--- src/rtl/uart_tx_arbiter.sv ---
// rtl/uart_tx_arbiter.sv - round-robin arbiter sharing one uart_tx among NUM_REQ requesters
// Every output is a register loaded from the next-value logic in the combinational process.

module uart_tx_arbiter #(
    parameter int NUM_REQ    = 4,
    parameter int DATA_WIDTH = 8,
    parameter int TIMEOUT    = 2048
) (
    input  logic                          clk,
    input  logic                          reset,
    input  logic [NUM_REQ-1:0]            req,
    input  logic [NUM_REQ*DATA_WIDTH-1:0] req_data,
    output logic [NUM_REQ-1:0]            grant,
    output logic [NUM_REQ-1:0]            ack,
    output logic                          newd,
    output logic [DATA_WIDTH-1:0]         din,
    input  logic                          done_tx,
    output logic                          busy,
    output logic                          timeout_err,
    input  logic                          clr_err
);

    localparam int IW = (NUM_REQ > 1) ? $clog2(NUM_REQ) : 1;
    localparam int SW = IW + 1;
    localparam logic [NUM_REQ-1:0] ONE     = 1;
    localparam logic [IW-1:0]      LAST_RST = IW'(NUM_REQ - 1);
    localparam logic [15:0]        CNT_MAX  = 16'(TIMEOUT - 1);

    typedef enum logic [1:0] {IDLE, SEND, WAIT, DONE} state_t;

    state_t                state, state_next;
    logic [IW-1:0]         last, last_next;
    logic [IW-1:0]         owner, owner_next;
    logic [15:0]           cnt, cnt_next;
    logic [NUM_REQ-1:0]    grant_next, ack_next;
    logic                  newd_next, busy_next, err_next;
    logic [DATA_WIDTH-1:0] din_next;

    logic                  pick_valid;
    logic [IW-1:0]         pick_idx;
    logic [DATA_WIDTH-1:0] pick_data;
    logic [SW-1:0]         pos;

    // Walk offsets from farthest to nearest so the requester closest after 'last' is kept.
    always_comb begin
        pick_valid = 1'b0;
        pick_idx   = '0;
        pick_data  = '0;
        pos        = '0;
        for (int k = NUM_REQ; k >= 1; k--) begin
            pos = {1'b0, last} + SW'(k);
            if (pos >= SW'(NUM_REQ))
                pos = pos - SW'(NUM_REQ);
            for (int j = 0; j < NUM_REQ; j++) begin
                if (req[j] && pos == SW'(j)) begin
                    pick_valid = 1'b1;
                    pick_idx   = IW'(j);
                    pick_data  = req_data[j*DATA_WIDTH +: DATA_WIDTH];
                end
            end
        end
    end

    always_comb begin
        state_next = state;
        last_next  = last;
        owner_next = owner;
        cnt_next   = cnt;
        grant_next = grant;
        ack_next   = '0;
        newd_next  = 1'b0;
        din_next   = din;
        err_next   = clr_err ? 1'b0 : timeout_err;
        case (state)
            IDLE: begin
                grant_next = '0;
                if (pick_valid) begin
                    state_next = SEND;
                    grant_next = ONE << pick_idx;
                    din_next   = pick_data;
                    newd_next  = 1'b1;
                    owner_next = pick_idx;
                    cnt_next   = '0;
                end
            end
            SEND: begin
                state_next = WAIT;
                cnt_next   = '0;
            end
            WAIT: begin
                // done_tx takes priority over an expiring counter in the same cycle.
                if (done_tx) begin
                    state_next = DONE;
                    grant_next = '0;
                    ack_next   = ONE << owner;
                    last_next  = owner;
                end else if (cnt == CNT_MAX) begin
                    state_next = IDLE;
                    grant_next = '0;
                    err_next   = 1'b1;
                    last_next  = owner;
                end else begin
                    cnt_next = cnt + 16'd1;
                end
            end
            DONE: begin
                state_next = IDLE;
            end
            default: begin
                state_next = IDLE;
                grant_next = '0;
            end
        endcase
        busy_next = (state_next != IDLE);
    end

    always_ff @(posedge clk) begin
        if (reset) begin
            state       <= IDLE;
            last        <= LAST_RST;
            owner       <= '0;
            cnt         <= '0;
            grant       <= '0;
            ack         <= '0;
            newd        <= 1'b0;
            din         <= '0;
            busy        <= 1'b0;
            timeout_err <= 1'b0;
        end else begin
            state       <= state_next;
            last        <= last_next;
            owner       <= owner_next;
            cnt         <= cnt_next;
            grant       <= grant_next;
            ack         <= ack_next;
            newd        <= newd_next;
            din         <= din_next;
            busy        <= busy_next;
            timeout_err <= err_next;
        end
    end

endmodule
--- config.mk ---
export PLATFORM = sky130hd
export DESIGN_NAME = uart_tx_arbiter
export DESIGN_NICKNAME = d
export VERILOG_FILES = /design/src/rtl/uart_tx_arbiter.sv
export SDC_FILE = /design/constraint.sdc
export NUM_CORES = 1
export LEC_CHECK = 0
export ABC_AREA = 0
export BUFFER_PORTS_ARGS = -buffer_cell sky130_fd_sc_hd__buf_2
export CAP_MARGIN = 20
export CORE_ASPECT_RATIO = 0.75
export CORE_MARGIN = 4
export CORE_UTILIZATION = 50
export DETAILED_ROUTE_END_ITERATION = 6
export PLACE_DENSITY = 0.73
export SYNTH_ARGS = -nofsm -noshare
export SYNTH_HDL_FRONTEND = slang
export SYNTH_SLANG_ARGS = --single-unit
--- constraint.sdc ---
create_clock -name clk -period 2.6 [get_ports clk]
set_input_delay 0.52 -clock clk [delete_from_list [all_inputs] [get_ports clk]]
set_output_delay 0.52 -clock clk [all_outputs]
set_load 0.1 [all_outputs]
# After elaboration in Yosys (flattened, before gate mapping)
# Index checks and enable logic that the tools add are counted.
# word_totals
input_bits,40
wordCells,149
regBits,41
out_inout_bits,19
# classes
mux,70
n_reduce_logical,31
add_sub_neg,9
shifts,2
magnitude_cmp,4
bitwise,3
n_eq_ne,20
# ops
cell,count
$mux 8,16
$mux 16,3
$pmux 16 s3,1
$mux 2,19
$eq 3x2->1 const B,8
$mux 1,22
$add 16x1->16 const B,1
$eq 16x11->1 const B,1
$logic_and 1x1->1,16
$eq 3x1->1 const B,4
$ge 3x3->1 const B,4
$logic_not 3->1,4
$mux 3,4
$mux 4,3
$sub 3x3->3 const B,4
$pmux 2 s4,1
$pmux 4 s2,1
$shl 1x2->4 const A,2
$add 2x2->3 const B,2
$ne 2x2->1 const B,3
$reduce_and 2->1,3
$reduce_bool 2->1,3
$eq 2x2->1 const B,2
$reduce_and 4->1,1
9 further kinds,11

# Depth between registers and ports, before layout
# Gate-level depths: netlist of run 1.
# logic_depth
depth_word,24
depth_mapped,8
ltp_nobuf,6

# Least setup slack after synthesis of run 1
# OpenSTA, ideal clock, no wires.
# synth_path
path_type,input -> register
from,input req[3]
to,register din[0]
slack_ns,0.651
cell_stages,7
required_time_ns,2.513
path_buffers,2
arrival_ns,1.862
setup_ns,0.087
path_cell_list,buf_2 -> nor4_1 -> or3_1 -> buf_2 -> a221oi_1 -> or3_1 -> o31ai_1
# synth_via
elab_chain_cells,15
word_cells_on_any_way,31
classes_between,26 x mux; 5 x reduce/logical
# synth_rtl
item,line,source
start: declaration,11,"input logic [NUM_REQ-1:0] req,"
$logic_and 1x1->1,55,if (req[j] && pos == SW'(j)) begin
$mux 1 (13 in series),55,
$reduce_and 2->1 (no source line),n/a,
end signal: assignment,137,din <= din_next;
end: declaration,16,"output logic [DATA_WIDTH-1:0] din,"
# Parallel ways exist; a longest one is shown, timed or not.
# A chain may end at the register's enable or synchronous reset.

# Worst setup path in the final report of run 1
# layout_path
from,register last[0]
to,register din[0]
# layout_via
elab_chain_cells,22
word_cells_on_any_way,81
classes_between,8 x add/sub; 4 x order compare; 12 x eq/ne; 36 x mux; 21 x reduce/logical
# layout_rtl
item,line,source
start: declaration,32,"logic [IW-1:0] last, last_next;"
start signal: assignment,131,last <= last_next;
$add 2x3->3,51,"pos = {1'b0, last} + SW'(k);"
$sub 3x3->3 or $ge 3x3->1 (tied branches),"53, 52",
$mux 3,52,if (pos >= SW'(NUM_REQ))
$logic_not 3->1,55,
$logic_and 1x1->1,55,
$mux 1 (16 in series),55,
$reduce_and 2->1 (no source line),n/a,
# Parallel ways exist; a longest one is shown, timed or not.

==> impl_metrics.json, run 1 <==
{
  "status": "complete, no violations",
  "dr_total_vias": 3891,
  "area_growth_pct": 15.3,
  "crit_start": "last[0]",
  "cts_resized": 0,
  "drc": 0,
  "dp.cells": 573,
  "cp_max_fo": 33,
  "crit_arrival_ps": 2400,
  "hpwlAfterDp_um": 7560,
  "setup_viol_count_final": 0,
  "drt-pass1-iter-count": 6,
  "placementRows": 25,
  "fill_cells": 596,
  "drt_iter0_markers": 580,
  "ys.flop_type": "dfxtp_1",
  "maxSlewHeadroom_pct": 52.5,
  "clkTransAtPathRegs_ps": 90,
  "drive_gt1_share_pct": 18.8,
  "ir_worst_vdd_mv": 0.314,
  "postRouteAntennaNets": 0,
  "startpoint_type": "register",
  "globalplace.congestion": 0.998,
  "ctsHoldBuffers": 0,
  "fin_crit_ps": 2190,
  "period_share_pct": 84.2,
  "antenna_found_initial": 0,
  "initial_core_util_pct": 51.4,
  "cts_sinks": 41,
  "overflow": 0,
  "synth_cell_types": 62,
  "stdcell_count": 581,
  "synth_top_cell_area_share_pct": 25.3,
  "syn_avg_cell_area_um2": 7.18,
  "syn-instance-count": 453,
  "synth.area.top_cells": "dfxtp_1 (25%), a21oi_1 (5.5%), nand3_1 (5.4%)",
  "leakage_nw": 1.39,
  "yosys_warnings": 0,
  "synth.yosys.seq_area_share_pct": 25.3,
  "core_um2": 6320,
  "post-cts-setup-buffer-count": 0,
  "cp_slowest_cell": "dfxtp_2",
  "synth_nets": 494,
  "ys_ff_latch": 41,
  "grt_setup_unrepaired": "false",
  "die_area_um2": 7870,
  "path_cells": "buf_4 -> and3_1 -> nand2_1 -> a31oi_1 -> nor4bb_1 -> o31ai_1",
  "clk_latency_ps": 300,
  "drv_slew": 0,
  "syn_area_um2": 3250,
  "finalSetupTns_ps": 0,
  "post-synth-top-area-cell": "dfxtp_1",
  "cts_buffers": 5,
  "die_w_um": 101,
  "async_flop_share_pct": 0,
  "whs_ps": 481,
  "grt_first_pass_wirelength_um": 16900,
  "port_buffers": 58,
  "track_usage_pct": 26.2,
  "place_ws_ps": 261,
  "hold_violations": 0,
  "critPathMaxStageDelay_ps": 670,
  "hp-class": "reg2reg",
  "clk_path_buf_depth": 2,
  "endpoint_kind": "register",
  "rr_startpoint": "last[0]",
  "ctsRootBufferMaster": "clkbuf_8",
  "grt_pass1_vias": 3427,
  "nNetsFinal": 540,
  "wire_per_inst_um": 18.3,
  "h-tree-depth": 2,
  "routed_wl_um": 10700,
  "max_freq_ghz": 0.457,
  "cts_tree": "yes",
  "p_per_area_nw_per_um2": 593,
  "min_from": "timeout_err",
  "grt_max_degree": 34,
  "layout_setup_ws_ps": 410,
  "required_ps": 2810,
  "synth_edf_count": 0,
  "antenna-diode-count": 0,
  "io_pins": 59,
  "die_y_um": 77.8,
  "avgViaCountPerCell": 6.70,
  "criticalPathCategory": "reg2reg",
  "clock_skew_ps": 4.13,
  "cap_violations": 0,
  "worstMarginPinSlew_ps": 706
}
==> per-stage QoR <==
step	total power [mW]	util (%)	area, um2
finish	2.22	59.3	3750
CTS	2.21	59.3	3750
global route	2.30	59.3	3750
global placement	1.57	57.1	3610
floorplan	1.38	-	3250
detailed placement	1.59	57.1	3610
==> layout make-up <==
| class | count | area (um2) | share of cell area, % |
|---|---|---|---|
| inverter | 10 | 37.5 | 1.00 |
| sequential | 41 | 822 | 21.9 |
| timing repair buffer | 72 | 395 | 10.6 |
| clock inverter | 3 | 68.8 | 1.84 |
| tap | 81 | 101 | 2.70 |
| multi-input combinational | 369 | 2250 | 60.1 |
| clock buffer | 5 | 68.8 | 1.84 |
==> kinds of logic after synthesis <==
| logic type | Yosys count | synth area share [%] |
|---|---|---|
| simple gates | 189 | 30.9 |
| compound gates | 166 | 34.5 |
| buf+inv | 43 | 5.43 |
| flops | 41 | 25.3 |
| xor+xnor | 13 | 3.50 |
| fa+ha+maj | 1 | 0.385 |
==> cell usage after synthesis, types with 2 or more instances <==
cell type,count
o21a_1,8
o211ai_1,7
nand4_1,4
or3b_2,3
o31ai_1,10
a221oi_1,6
clkbuf_1,16
a31oi_1,13
a32oi_1,2
a32o_1,4
o221ai_1,4
a22oi_1,5
a21boi_0,2
a21o_1,6
or4_1,2
buf_1,5
or3_1,5
xor2_1,5
nor3_1,12
o311ai_0,2
o21ai_0,25
xnor2_1,8
o22ai_1,13
nor2b_1,9
dfxtp_1,41
nor4_1,2
nand2b_1,9
a21oi_1,36
a22o_1,2
and3_1,5
inv_1,10
nand2_1,39
nor2_1,40
nor4bb_1,4
nand3b_1,7
a211oi_1,10
buf_2,12
nand3_1,35
or4_4,2
==> report_power, final <==
group / internal (mW) / leakage (nW) / switching, mW
Clock: 0.387 / 0.0687 / 0.244
Combinational: 0.229 / 0.990 / 0.631
Sequential: 0.679 / 0.334 / 0.0510
Total: 1.29 / 1.39 / 0.926
==> worst max-delay path, delay by kind of cell, from the launching register on <==
| kind | cells | cell delay [ps] |
|---|---|---|
| flops | 1 | 670 |
| buf+inv | 1 | 380 |
| compound gates | 2 | 470 |
| simple gates | 3 | 580 |
==> routing by layer <==
metal	share of wire, %	up-vias	wire, um	global-route usage (%)
met1	42	1763	4520	39.5
met4	2.0	0	209	6.91
met5	0	-	0	0
li1	-	1807	-	-
met3	15	30	1580	6.02
met2	41	291	4350	36.9
==> path summary, 6_finish.rpt <==
| path | slack [ps] | depth (start not counted) | end |
|---|---|---|---|
| hold / removal | 480 | 2 | timeout_err |
| setup / recovery | 410 | 6 | din[0] |
| setup reg to reg | 410 | 6 | din[0] |
| hold reg to reg | 480 | 2 | timeout_err |
==> state kept, by name, indices dropped and copies added, names as in the netlist <==
register     count
grant            4
state            2
last             2
newd             1
timeout_err      1
ack              4
din              8
busy             1
owner            2
cnt             16
==> cell usage in the layout (no fill, tap or decap), types with 10 or more instances in the layout <==
cell type	instances
dfxtp_1	40
a21oi_1	36
nor2_1	40
a31oi_1	13
o31ai_1	10
o22ai_1	13
nor3_1	12
nand2_1	39
buf_2	58
a211oi_1	10
buf_4	14
o21ai_0	25
inv_1	10
nand3_1	35
Power figures use the tool's default switching activity.
==> inputs of run 2 (changes only) <==
Settings changed: PLACE_DENSITY 0.73 to 0.76.
Clock period 2.6 ns to 1.8 ns, I/O delays scaled along.
==> run 2 against run 1 <==
  * The flow now finishes with violations (negative setup slack)
  * Utilization is 9.1 points higher
  * Largest cell class unchanged
  * First-iteration DRC count increased by 14%
  * Largest power group unchanged
  * Clock power increased by 44%
  * Global-route usage rose by 3.7 points
  * Critical endpoint is now cnt[7]
  * Sequential power increased by 41%
  * Worst hold slack got worse by 160 ps
  * Via count up 9.8%
  * Sequential cell count stayed put
  * Critical path type unchanged
==> impl_metrics.json, run 2 (same netlist as run 1, synthesis figures left out) <==
{
  "status": "finished with violations",
  "violations": "negative setup slack",
  "overflow": 0,
  "hp-class": "in2reg",
  "place_ws_ps": -387,
  "antenna-diode-count": 0,
  "endpoint_kind": "register",
  "ir_worst_vdd_mv": 0.507,
  "cts_tree": "yes",
  "route.met2.wl_um": 4890,
  "leakage_nw": 1.70,
  "avgViaCountPerCell": 6.72,
  "globalplace.congestion": 1.05,
  "hpwlAfterDp_um": 8700,
  "p_per_area_nw_per_um2": 785,
  "clk_path_buf_depth": 2,
  "crit_arrival_ps": 2100,
  "hold_violations": 0,
  "startpoint_type": "register",
  "met3WireLength_um": 1710,
  "grt_max_degree": 33,
  "final_cell_mix": "buf_4 (61), buf_2 (58), nor2_1 (40)",
  "clock_skew_ps": 3.08,
  "drt-pass1-iter-count": 6,
  "cap_violations": 0,
  "drc": 0,
  "track_usage_pct": 29.9,
  "cp_max_fo": 4,
  "h-tree-depth": 2,
  "nNetsFinal": 595,
  "wl_met1_um": 5230,
  "largest_reg_flops": 16,
  "setup_viol_count_final": 17,
  "max_freq_ghz": 0.523,
  "regMostFlops": "cnt",
  "wire_per_inst_um": 19.1,
  "cts_buffers": 5,
  "period_share_pct": 106,
  "top_regs": "cnt: 16 flops, din: 8 flops",
  "drt_iter0_markers": 661,
  "die_area_um2": 7870,
  "initial_core_util_pct": 51.4,
  "worstMarginPinSlew_ps": 777,
  "ctsRootBufferMaster": "clkbuf_8",
  "placementRows": 25,
  "layout_commonest_cell": "buf_4",
  "port_buffers": 58,
  "cts_sinks": 41,
  "final_util_pct": 68.4,
  "grt_first_pass_wirelength_um": 19100,
  "grt_pass1_vias": 3851,
  "fill_cells": 531,
  "postRouteAntennaNets": 0,
  "grt_setup_unrepaired": "true",
  "clkTransAtPathRegs_ps": 90,
  "die_y_um": 77.8,
  "maxSlewHeadroom_pct": 47.9,
  "die_w_um": 101,
  "top_layer_used": "met4",
  "drive_gt1_share_pct": 30.6,
  "routed_wl_um": 12100,
  "drv_slew": 0,
  "clk_latency_ps": 300,
  "dr_total_vias": 4271,
  "ctsHoldBuffers": 0,
  "antenna_found_initial": 0,
  "hold-path-cell-count": 3,
  "criticalPathCategory": "reg2reg",
  "area_growth_pct": 33.0,
  "required_ps": 1990,
  "p_total_mw": 3.40,
  "fin_crit_ps": 1910,
  "core_um2": 6320,
  "layout_setup_ws_ps": -111,
  "io_pins": 59,
  "ff2ff_path_depth": 5
}
run 2: changes by cell type in the layout (fill, tap and decap cells not counted), moves of 2 or more:
| cell | before | now |
|---|---|---|
| a21oi_1 | 36 | 34 |
| nor4bb_1 | 4 | 2 |
| nor4bb_2 | 0 | 2 |
| dfxtp_1 | 40 | 37 |
| o21ai_1 | 1 | 3 |
| buf_4 | 14 | 61 |
| buf_12 | 0 | 5 |
| dfxtp_2 | 1 | 3 |
| buf_6 | 0 | 3 |
| o21ai_2 | 0 | 2 |
| o21ai_0 | 25 | 21 |
| a21oi_2 | 0 | 2 |
run 2: per-layer routing:
layer	vias up	global-route usage (%)
li1	1920	-
met1	1946	44.6
met2	362	42.0
met3	43	8.27
met4	0	6.91
met5	-	0
run 2: power breakdown:
| part | internal, mW | total, mW | switching [mW] |
|---|---|---|---|
| sequential | 0.981 | 1.03 | 0.0528 |
| combinational | 0.457 | 1.45 | 0.994 |
| clock | 0.559 | 0.910 | 0.352 |
| total | 2.00 | 3.40 | 1.40 |
run 2: final timing paths:
kind | startpoint | end | slack (ps)
setup / recovery | cnt[11] | cnt[7] | -110
hold reg to reg | grant[0] | grant[0] | 480
setup reg to reg | cnt[11] | cnt[7] | -110
hold / removal | clr_err | timeout_err | 320
run 2: worst max-delay path: stages (launching register included):
cell and delay [ps]:
dfxtp_1 330, or4b_4 530, or4_4 480, o21ai_2 180, xor2_1 230, nor2_1 60
run 2: per-stage QoR:
step	cells	setup TNS (ps)	cell area, um2	hold WS (ps)
2_1_floorplan	453	-15.9	3250	441
3_5_place_dp	623	-6810	4050	459
4_1_cts	632	-270	4240	321
5_1_grt	636	-2120	4320	338
3_3_place_gp	623	-3480	4050	445
6_report	636	-910	4320	323
run 2: area by class of cell:
class / count / area, um2 / area share (%)
tap: 81 / 101 / 2.34
timing repair buffer: 127 / 882 / 20.4
clock buffer: 5 / 68.8 / 1.59
sequential: 41 / 828 / 19.2
clock inverter: 3 / 68.8 / 1.59
inverter: 10 / 41.3 / 0.955
multi-input combinational: 369 / 2330 / 54.0
run 2: timing repair:
| item | in CTS | in global routing |
|---|---|---|
| gates cloned | 0 | 0 |
| gates resized for setup | 12 | 21 |
| setup endpoints to repair | 22 | 31 |
| endpoints found under the hold margin | 0 | 0 |
| setup buffers | 1 | 4 |
| pin swaps | 5 | 8 |
==> inputs of run 3 (changes only) <==
Settings changed: CORE_ASPECT_RATIO 0.75 to default, PLACE_DENSITY 0.76 to 0.73.
Clock period 1.8 ns to 2.22 ns, I/O delays scaled along.
==> run 3 against run 2 <==
  * The flow now finishes without violations
  * Worst hold slack gained 100 ps
  * Critical path type unchanged
  * Die area decreased by 0.17%
  * Non-clock buffer count fell by 34
  * Power decreased by 28%
  * Largest power group unchanged
  * Maximum frequency down 8.3%
  * Clock-buffer cell count rose by 2
==> impl_metrics.json, run 3 (same netlist as run 1, synthesis figures left out) <==
{
  "dr_total_vias": 3920,
  "regMostFlops": "cnt",
  "core_um2": 6310,
  "top_regs": "cnt: 16 flops, din: 8 flops",
  "rr_startpoint": "last[1]",
  "track_usage_pct": 27.9,
  "antenna_found_initial": 0,
  "drt-pass1-iter-count": 5,
  "layout_commonest_cell": "buf_2",
  "cts_tree": "yes",
  "cp_max_fo": 16,
  "max_freq_ghz": 0.480,
  "cts_buffers": 5,
  "area_growth_pct": 19.2,
  "status": "complete, no violations",
  "criticalPathCategory": "reg2reg",
  "avgViaCountPerCell": 6.56,
  "clk_latency_ps": 290,
  "maxSlewHeadroom_pct": 46.9,
  "r2r_setup_slack_ps": 140,
  "grt_first_pass_wirelength_um": 17600,
  "post-cts-setup-buffer-count": 0,
  "cts_sinks": 41,
  "endpoint_kind": "register",
  "die_y_um": 88.6,
  "final_cell_mix": "buf_2 (59), nor2_1 (40), dfxtp_1 (40)",
  "crit_arrival_ps": 2310,
  "io_pins": 59,
  "cap_violations": 0,
  "grt_setup_unrepaired": "false",
  "cts_resized": 0,
  "ir_worst_vdd_mv": 0.759,
  "clkTransAtPathRegs_ps": 80,
  "globalplace.congestion": 0.972,
  "fin_crit_ps": 2080,
  "die_area_um2": 7860,
  "leakage_nw": 1.49,
  "period_share_pct": 93.8,
  "p_per_area_nw_per_um2": 632,
  "stdcell_count": 598,
  "hpwlAfterDp_um": 7950,
  "finalSetupTns_ps": 0,
  "holdPathEnd": "timeout_err",
  "drc": 0,
  "hold_violations": 0,
  "nNetsFinal": 561,
  "drt_iter0_markers": 242,
  "overflow": 0,
  "wire_per_inst_um": 18.0,
  "grt_pass1_vias": 3688,
  "drive_gt1_share_pct": 22.1,
  "startpoint_type": "register",
  "dp.cells": 589,
  "h-tree-depth": 2,
  "hold-path-cell-count": 3,
  "clk_path_buf_depth": 2,
  "clock_skew_ps": 5.70,
  "setup_viol_count_final": 0,
  "routed_wl_um": 10700,
  "initial_core_util_pct": 51.5,
  "port_buffers": 58,
  "placementRows": 29,
  "largest_reg_flops": 16,
  "ctsRootBufferMaster": "clkbuf_8",
  "hp-class": "in2reg",
  "postRouteAntennaNets": 0,
  "ff2ff_path_depth": 6,
  "die_w_um": 88.6,
  "required_ps": 2450,
  "grt_max_degree": 29,
  "crit-reg2reg-capture": "din[6]",
  "drv_slew": 0,
  "antenna-diode-count": 0,
  "min_from": "clr_err",
  "ctsHoldBuffers": 0,
  "worstMarginPinSlew_ps": 790
}
run 3: cell types whose count changed in the layout (fill, tap and decap cells not counted), moves of 3 or more:
cell     delta
buf_12      -4
o21ai_0     +4
dfxtp_1     +3
buf_6       -3
buf_4      -28
run 3: critical path, stage by stage (launching register included):
cell and delay (ps):
dfxtp_1 620, inv_1 300, buf_4 280, o221ai_1 90, a21oi_1 60, or4_1 520
a21oi_1 140
run 3: worst max path at each step:
| stage | from | cells after the start | to |
|---|---|---|---|
| final | last[1] | 6 | din[6] |
| after global routing | last[1] | 6 | din[6] |
| after CTS | last[1] | 6 | din[6] |
| after detailed placement | req[1] | 6 | din[7] |
| after floorplan | req[3] | 7 | din[0] |
| after global placement | req[1] | 7 | din[5] |
run 3: report_power, final:
part / internal [mW] / leakage [nW] / total [mW] / switching [mW]
combinational: 0.309 / 1.10 / 1.06 / 0.753
clock: 0.281 / 0.0542 / 0.536 / 0.255
sequential: 0.796 / 0.334 / 0.850 / 0.0540
total: 1.39 / 1.49 / 2.45 / 1.06
run 3: final cells by class:
type / instances / area [um2]
fillers: 597 / 2440
flip-flops and latches: 41 / 822
inverters: 10 / 37.5
clock buffers: 7 / 96.3
well taps: 77 / 96.3
repair buffers: 93 / 563
clock inverters: 1 / 5.00
multi-input cells: 369 / 2250
run 3: metal layers:
layer / track usage [%] / up-vias / routed length (um)
met5: 0 / - / 0
met2: 44.1 / 211 / 5000
met4: 10.6 / 0 / 207
met1: 37.9 / 1831 / 4530
met3: 4.47 / 26 / 1000
li1: - / 1852 / -
run 3: per-stage QoR:
stage	setup slack, ps	cell area (um2)	hold slack (ps)	total power [mW]	utilization, %
4_1_cts	182	3870	426	2.44	61.3
3_5_place_dp	39.9	3770	474	1.91	59.7
5_1_grt	12.4	3870	453	2.56	61.4
6_report	137	3870	425	2.45	61.4
3_3_place_gp	110	3770	449	1.90	59.7
2_1_floorplan	347	3250	441	1.61	-
